### src/rtl/ifu_fetch_unit.sv
// PC register and instruction-fetch sequencer: one IM word read per instruction over a
// variable-latency req/ack port, handed to decode over valid/ready, with sticky PC fault.
module ifu_fetch_unit #(
    parameter logic [31:0] RESET_PC = 32'h0000_3000,
    parameter logic [31:0] IM_BASE  = 32'h0000_3000,
    parameter int unsigned IM_WORDS = 4096
) (
    input  logic        clk,
    input  logic        reset,
    input  logic [31:0] next_pc,
    output logic        imem_req,
    output logic [31:0] imem_addr,
    input  logic        imem_ack,
    input  logic [31:0] imem_rdata,
    output logic        instr_valid,
    input  logic        instr_ready,
    output logic [31:0] instr,
    output logic [31:0] instr_pc,
    output logic        fault,
    output logic [31:0] fetch_count
);

    typedef enum logic [1:0] {
        START = 2'd0,
        REQ   = 2'd1,
        HOLD  = 2'd2,
        FAULT = 2'd3
    } state_t;

    // Exclusive upper bound of the fetch window, kept in 33 bits so it cannot wrap.
    localparam logic [32:0] IM_LIMIT = {1'b0, IM_BASE} + (33'(IM_WORDS) << 2);

    state_t      state;
    state_t      state_next;
    logic        armed;
    logic [31:0] pc;

    function automatic logic is_legal(input logic [31:0] addr);
        logic [32:0] wide;
        wide = {1'b0, addr};
        return (addr[1:0] == 2'b00) && (wide >= {1'b0, IM_BASE}) && (wide < IM_LIMIT);
    endfunction

    always_comb begin
        // NOTE: next state defaults to the current one before the case, so every path
        // assigns it and no latch is inferred.
        state_next = state;
        case (state)
            START: if (armed)       state_next = is_legal(pc) ? REQ : FAULT;
            REQ:   if (imem_ack)    state_next = HOLD;
            HOLD:  if (instr_ready) state_next = is_legal(next_pc) ? REQ : FAULT;
            FAULT:                  state_next = FAULT;
            default:                state_next = START;
        endcase
    end

    // START lasts one full cycle after release; armed marks that the first edge has passed.
    always_ff @(posedge clk or negedge reset) begin
        if (!reset) begin
            state <= START;
            armed <= 1'b0;
        end else begin
            // NOTE: registers use non-blocking assignment so every flop samples pre-edge values.
            state <= state_next;
            armed <= 1'b1;
        end
    end

    always_ff @(posedge clk or negedge reset) begin
        if (!reset) begin
            pc          <= RESET_PC;
            instr       <= '0;
            instr_pc    <= '0;
            fetch_count <= '0;
        end else begin
            if (state == REQ && imem_ack) begin
                instr    <= imem_rdata;
                instr_pc <= pc;
            end
            if (state == HOLD && instr_ready) begin
                pc          <= next_pc;
                fetch_count <= fetch_count + 32'd1;
            end
        end
    end

    // Handshake outputs are pure decodes of the state register: mutually exclusive, no input path.
    assign imem_req    = (state == REQ);
    assign instr_valid = (state == HOLD);
    assign fault       = (state == FAULT);
    assign imem_addr   = pc;

endmodule

### config.mk
export PLATFORM = sky130hd
export DESIGN_NAME = ifu_fetch_unit
export DESIGN_NICKNAME = d
export VERILOG_FILES = /design/src/rtl/ifu_fetch_unit.sv
export SDC_FILE = /design/constraint.sdc
export NUM_CORES = 1
export LEC_CHECK = 0
export ABC_AREA = 1
export ABC_CLOCK_PERIOD_IN_PS = 2000
export CAP_MARGIN = 20
export CORE_MARGIN = 3
export CORE_UTILIZATION = 25
export CTS_CLUSTER_DIAMETER = 150
export DETAILED_ROUTE_END_ITERATION = 8
export HOLD_SLACK_MARGIN = 0.05
export PLACE_DENSITY = 0.46
export SLEW_MARGIN = 20
export SYNTH_ARGS = -nofsm -noshare
export SYNTH_HDL_FRONTEND = slang
export SYNTH_SLANG_ARGS = --single-unit
### constraint.sdc
create_clock -name clk -period 2 [get_ports clk]
set_input_delay 0.2 -clock clk [delete_from_list [all_inputs] [get_ports clk]]
set_output_delay 0.2 -clock clk [all_outputs]
set_load 0.02 [all_outputs]
Word-level counts from Yosys, hierarchy flattened
Index checks and enable logic that the tools add are counted. W data, S select, Z words.

Flip-flop bits (word level): 131. Bits of input ports: 68. Output and inout bits: 131. Word-level logic and storage cells: 33.

Add/sub/neg operators: 1. $lt $le $gt $ge: 4. Eq/ne operators: 6. Multiplexer cells: 6. Reduce and logical (&&, ||, !) cells: 10.

Operators with widths (number): $ge A32 B14 Y1 const B (2); $lt A32 B15 Y1 const B (2); $add A32 B1 Y32 const B (1); $mux W2 (5); $pmux W2 S4 (1); $logic_and A1 B1 Y1 (6); $logic_not A2 Y1 (3); $eq A2 B2 Y1 const B (2); $ne A2 B1 Y1 const B (2); $reduce_and A3 Y1 (1); $eq A2 B1 Y1 const B (1); $ne A2 B2 Y1 const B (1).

Depth between registers and ports, before layout
Gate-level depths: netlist of the first run.

Word-level depth: 6. Mapped depth: 8. Gate-level depth less buffers: 8.

Worst setup path after synthesis of the first run
No wires, ideal clock.

Path type: flip-flop to flip-flop. From: reg fetch_count[1]. To: reg fetch_count[22]. Library setup time: 0.130 ns. Data arrival time: 1.442 ns. Required time: 1.870 ns. Path slack: 0.428 ns. Cell stages (with the launch flop): 8. Path buffers: 0. Period minus slack after synthesis: 1.572 ns. Cells stage by stage: dfrtp_1 > ha_1 > nand3_1 > nor2_8 > nand2_2 > nor2_4 > nand2_1 > xnor2_1.

Longest elaborated chain between the ends: 1.

Ends and longest elaborated chain: start, declared (RTL line 20) `output logic [31:0] fetch_count`; start signal, assigned (RTL line 82) `fetch_count <= fetch_count + 32'd1;`; $add A32 B1 Y32 (RTL line 82).

Every way passes these cells. A chain may end at the register's enable or synchronous reset.

Worst setup path in the final report of the first run
From: reg state[1]. To: out fault.

Longest elaborated chain between the ends: 1.

Ends and longest elaborated chain: start, declared (RTL line 33) `state_t state;`; start signal, assigned (RTL line 64) `state <= state_next;`; $eq A2 B2 Y1 (RTL line 90) `assign fault = (state == FAULT);`; end, declared (RTL line 19) `output logic fault,`.

Every way passes these cells.

==> impl_metrics.tcl, run 1 <==
set metrics [dict create \
    status "completed" \
    yosys.cell_types.count 30 \
    ant_nets 0 \
    grt_overflow 0 \
    drtIter0Drc 187 \
    tns_ns 0 \
    num_rows 55 \
    ys.flop_type "dfrtp_1" \
    clock.fmax_mhz 537 \
    synthCells 540 \
    ios 199 \
    avgSynthCellArea_um2 10.8 \
    num-nets-final 822 \
    required_ns 1.80 \
    synth_most_common_cell "nand2_1" \
    synthAdderAreaFrac 0.00215 \
    area_growth_pct 52.4 \
    swShare 0.346 \
    first_pass_iters 4 \
    cts-root-buf "clkbuf_16" \
    synth_top_area_frac 0.554 \
    cts_buffers 17 \
    synth.top_cells.by_count "nand2_1, dfrtp_1, mux2_4" \
    place_congestion 0.828 \
    ff_latch_area_um2 3280 \
    synth-async-reset-ratio 1.00 \
    crit_chain "nand2_1 -> inv_1 -> clkdlybuf4s50_1" \
    ys_warn_count 0 \
    nFillCells 2218 \
    maxCapViolCount 0 \
    setup_viol 0 \
    clk_path_buf_depth 2 \
    multiInputGateArea_um2 2280 \
    antenna_found_initial 1 \
    dpl_cell_area_um2 8210 \
    yosysTopAreaCell "dfrtp_1" \
    dp_hpwl_mm 12.8 \
    grt_max_degree 52 \
    period_needed_ns 1.86 \
    synth_top_family_by_area "simple AND/OR/NAND/NOR gates" \
    netlist_top_cells_area "dfrtp_1, mux2_4, nand2_1" \
    yosys.area_share.simple 0.195 \
    clk_pin_slew_ns 0.06 \
    cts_tree "built" \
    cp-start-kind "flop" \
    drt-total-wl_mm 16.8 \
    die_h_um 159 \
    worstPathBufferInverterCount 2 \
    p_int_uw 8780 \
    route.met2.wl_mm 7.49 \
    hold_path_class "primary input to async pin" \
    synth_compound_area_frac 0.0146 \
    dieArea_um2 25200 \
    clkSinkCount 131 \
    syn_nets 609 \
    synth_edf_count 0 \
    power_frac_comb 0.417 \
    clock_power_share 0.258 \
    final_util 0.390 \
    seq_power_share 0.325 \
    drv_slew 0 \
    cp_slowest_stage_delay_ns 0.64 \
    path_delay_family "buffers and inverters" \
    p_switching_uw 4660 \
    wl_per_cell_um 15.6 \
    port_buffers 198 \
    start_util 0.256 \
    routed.top_layer "met5" \
    final_area_um2 8880 \
    drc 0 \
    synthXorXnorAreaFrac 0.0391 \
    crit_arrival_ns 1.66 \
    avgViaCountPerCell 4.19 \
    core_um2 22800 \
    power_density_nw_per_um2 1510 \
    synth_area_um2 5830 \
    insertion_delay_ns 0.41 \
    grt.total_usage 0.135 \
    grt_pass1_wl_mm 26.4 \
    critPathKind "flop to output pin" \
    cts_htree_levels 4 \
    cp_slowest_cell "clkdlybuf4s50_1" \
    grt_pass1_vias 4846 \
    finClkSkew_ns 0.00803 \
    peakVddDrop_uv 510 \
    p_total_uw 13400 \
    final_layout_size_suffix_gt1_frac 0.148 \
    ys_seq_area_frac 0.563 \
    cp-end-kind "output pin" \
    die_x_um 159 \
    leakagePower_uw 0.00417 \
    rsz0062_at_grt "false" \
    post-route-period-util 0.931 \
    vias 4525 \
    wl_met3_mm 1.67 \
    finalHoldViolCount 0 \
    synthMuxAreaShare 0.140 \
    ys_ff_latch 131 \
    worstPathMaxFanout 6 \
    met1_length_mm 7.50 \
]
[registers in the layout, summed over array words and instances, names as in the netlist]
signal,flops
imem_addr,32
fetch_count,32
instr_pc,32
armed,1
state,2
instr,32
[placed cells by master (no fill, tap or decap), drive strengths merged, types with 5 or more instances in the layout]
cell	instances
buf	10
bufinv	5
clkbuf	18
clkdlybuf4s50	195
dfrtp	129
inv	45
mux2	56
nand2	160
nand3	18
nand4	14
nor2	52
nor3	6
o21ai	17
xnor2	14
xor2	12
[layout make-up]
| cell class | count | area share |
|---|---|---|
| timing repair buffer | 208 | 0.239 |
| antenna | 1 | 0.000282 |
| multi-input combinational | 355 | 0.257 |
| clock buffer | 18 | 0.0483 |
| inverter | 40 | 0.0169 |
| sequential | 131 | 0.369 |
| clock inverter | 14 | 0.0251 |
| tap | 313 | 0.0441 |
[power groups by stage]
stage               registers (uW)  clock network (uW)  logic [uW]
floorplan                     5470                   0        1820
global route                  4520                3680        6010
global placement              4380                   0        5640
finish                        4360                3470        5610
detailed placement            4420                   0        5670
CTS                           4380                3560        5690
[path summary, 6_finish.rpt]
check	start	endpoint	slack [ns]	cells after the start
min in group clk	next_pc[8]	imem_addr[8]	0.33	3
worst max-delay path	state[1]	fault	0.14	3
worst min-delay path	reset	instr[12]	0.23	2
max in group asynchronous	reset	instr[22]	1.13	3
worst max register to register	state[1]	instr[28]	0.36	6
worst min register to register	instr[6]	instr[6]	0.49	1
[layer usage]
layer | vias up | global-route usage
met3 | 17 | 0.0511
met4 | 2 | 0.0311
met1 | 2184 | 0.176
met2 | 157 | 0.215
met5 | - | 0
li1 | 2165 | -
[stage by stage]
step / setup slack, ns / std cells / hold WS, ns
global route: 0.0602 / 1079 / 0.245
CTS: 0.0570 / 1079 / 0.207
floorplan: 0.428 / 540 / -0.0956
finish: 0.137 / 1080 / 0.228
global placement: 0.239 / 1046 / 0.112
detailed placement: 0.209 / 1046 / 0.109
[cells by family (layout without fill, tap and decap cells)]
logic type,Yosys count,after routing
and+or+nand+nor,254,254
DFF,131,131
muxes,56,56
buffers and inverters,54,280
xor gates and xnor gates,26,26
AOI/OAI and AO/OA,17,17
adders and majority gates,1,1
other,1,2
[repair_timing]
action	CTS	global route
gates resized for setup	1	1
buffers inserted	0	0
hold endpoints to repair	106	0
hold buffers	1	0
setup endpoints to repair	1	1
Note: power is estimated with default switching activity, not from simulation.
==> run 2: changes to the inputs <==
- CTS_CLUSTER_SIZE: not set -> 25
- PLACE_DENSITY: 0.46 -> 0.45
==> run 2 against run 1 <==
Against the previous run: global-route usage is essentially flat; count of clock-buffer cells in the layout grew 1; sequential share of layout area grew 0.35 points; combinational power is essentially flat.
==> impl_metrics.tcl, run 2 (same netlist as run 1, synthesis figures left out) <==
set metrics [dict create \
    status "completed" \
    dp_hpwl_mm 13.1 \
    vias 4571 \
    die_x_um 159 \
    p_switching_uw 4630 \
    num_rows 55 \
    peakVddDrop_uv 562 \
    worstPathBufferInverterCount 1 \
    post-route-period-util 0.913 \
    cp-start-kind "flop" \
    cts_buffers 17 \
    n_antenna_cell 0 \
    insertion_delay_ns 0.42 \
    hold_path_class "primary input to flop" \
    drt-total-wl_mm 17.2 \
    clk_path_buf_depth 2 \
    hold_path_startpoint "next_pc[7]" \
    avgViaCountPerCell 4.23 \
    finalHoldViolCount 0 \
    use_met1 0.180 \
    final_layout_size_suffix_gt1_frac 0.149 \
    grt_pass1_vias 4636 \
    grt.total_usage 0.136 \
    wl_per_cell_um 15.9 \
    clkSinkCount 131 \
    grt_pass1_wl_mm 26.2 \
    ant_nets 0 \
    tns_ns 0 \
    drc 0 \
    port_buffers 198 \
    antenna_found_initial 1 \
    r2r-start "state[1]" \
    grt_overflow 0 \
    grt_max_degree 51 \
    drv_slew 0 \
    first_pass_iters 4 \
    rsz0062_at_grt "false" \
    clk_pin_slew_ns 0.06 \
    dp_slack_ns 0.246 \
    drtIter0Drc 214 \
    p_int_uw 8400 \
    grtUsageMet2 0.206 \
    grt_busiest_layer "met2" \
    cts-root-buf "clkbuf_16" \
    swShare 0.355 \
    maxCapViolCount 0 \
    period_needed_ns 1.83 \
    p_total_uw 13000 \
    met3_usage 0.0560 \
    cts_setup_buffers 0 \
    seq_power_share 0.336 \
    nFillCells 2209 \
    start_util 0.256 \
    layout.cells.most_common "clkdlybuf4s50_1" \
    cp-end-kind "output pin" \
    worstPathMaxFanout 4 \
    area_growth_pct 51.0 \
    power_density_nw_per_um2 1480 \
    cp_slowest_stage_delay_ns 0.65 \
    setup_viol 0 \
    leakagePower_uw 0.00414 \
    path_delay_family "buffers and inverters" \
    required_ns 1.80 \
    clock.fmax_mhz 548 \
    setup_ws_ns 0.175 \
    ios 199 \
    dieArea_um2 25200 \
    place_congestion 0.775 \
    cts_tree "built" \
    num-nets-final 824 \
    cp_slowest_cell "clkdlybuf4s50_1" \
    crit_arrival_ns 1.63 \
    clock_power_share 0.234 \
    critPathKind "flop to output pin" \
    crit_chain "clkdlybuf4s50_1" \
    startpoint "imem_addr[12]" \
    finClkSkew_ns 0.0134 \
    core_um2 22800 \
    cts_htree_levels 4 \
    power_frac_comb 0.430 \
    die_h_um 159 \
    layout_common_cells "clkdlybuf4s50_1, nand2_1, dfrtp_1" \
]
[run 2: changes by cell type in the layout (fill, tap and decap cells not counted)]
cell	change
buf_6	+1
clkbuf_8	+1
diode_2	-1
inv_6	-5
buf_4	+3
clkinv_4	+3
clkinv_2	+2
dlymetal6s2s_1	+1
buf_12	-2
bufinv_16	-3
clkinvlp_4	+1
clkdlybuf4s50_1	-1
[run 2: worst reg2reg max path: cells and delay by family, from the launching register on]
| family | cells | cell delay [ns] |
|---|---|---|
| buf+inv | 3 | 0.41 |
| mux | 1 | 0.34 |
| simple gates | 2 | 0.32 |
| flops | 1 | 0.46 |
[run 2: final timing paths]
kind                                  to  slack [ns]  cells after the start
max                        imem_addr[12]        0.17                      1
min                         imem_addr[7]        0.32                      3
max reg2reg                     instr[3]        0.36                      6
min reg2reg                  instr_pc[0]        0.49                      2
max in group asynchronous       instr[8]        1.02                      3
min in group asynchronous      instr[14]        0.33                      2
[run 2: per-stage QoR]
stage                     area (um2)  utilization  std cells  hold slack [ns]
after global routing            8800        0.386       1080            0.301
after floorplan                 5830            -        540          -0.0956
after detailed placement        8210        0.360       1048            0.191
final                           8800        0.386       1080            0.318
after CTS                       8790        0.386       1080            0.300
after global placement          8210        0.360       1048            0.178
[run 2: cell type report]
cell class              instances  area (um2)  area share
flip-flops and latches        131        3280       0.373
multi-input cells             355        2280       0.259
repair buffers                210        2120       0.241
clock buffers                  19         443      0.0503
well taps                     313         392      0.0445
inverters                      40         150      0.0171
clock inverters                12         133      0.0151
[run 2: repair_timing]
| item | CTS | global route |
|---|---|---|
| hold endpoints to repair | 46 | 0 |
| resized for setup | 1 | 2 |
| hold buffers | 1 | 0 |
| setup endpoints to repair | 1 | 2 |
[run 2: metal layers]
metal,vias to the layer above,wire [um]
li1,2153,-
met5,-,13
met4,2,222
met2,176,7640
met1,2223,7750
met3,17,1570
[run 2: power groups by stage]
| stage | registers, uW | clock network [uW] | logic [uW] |
|---|---|---|---|
| after floorplan | 5470 | 0 | 1820 |
| after global placement | 4390 | 0 | 5650 |
| after detailed placement | 4430 | 0 | 5680 |
| after CTS | 4390 | 3150 | 5700 |
| after global routing | 4530 | 3270 | 5990 |
| final | 4380 | 3050 | 5600 |
==> run 3: changes to the inputs <==
- CTS_CLUSTER_DIAMETER: 150 -> not set
==> results of run 3 <==
Final layout, timing and power as in run 2 (identical DEF).
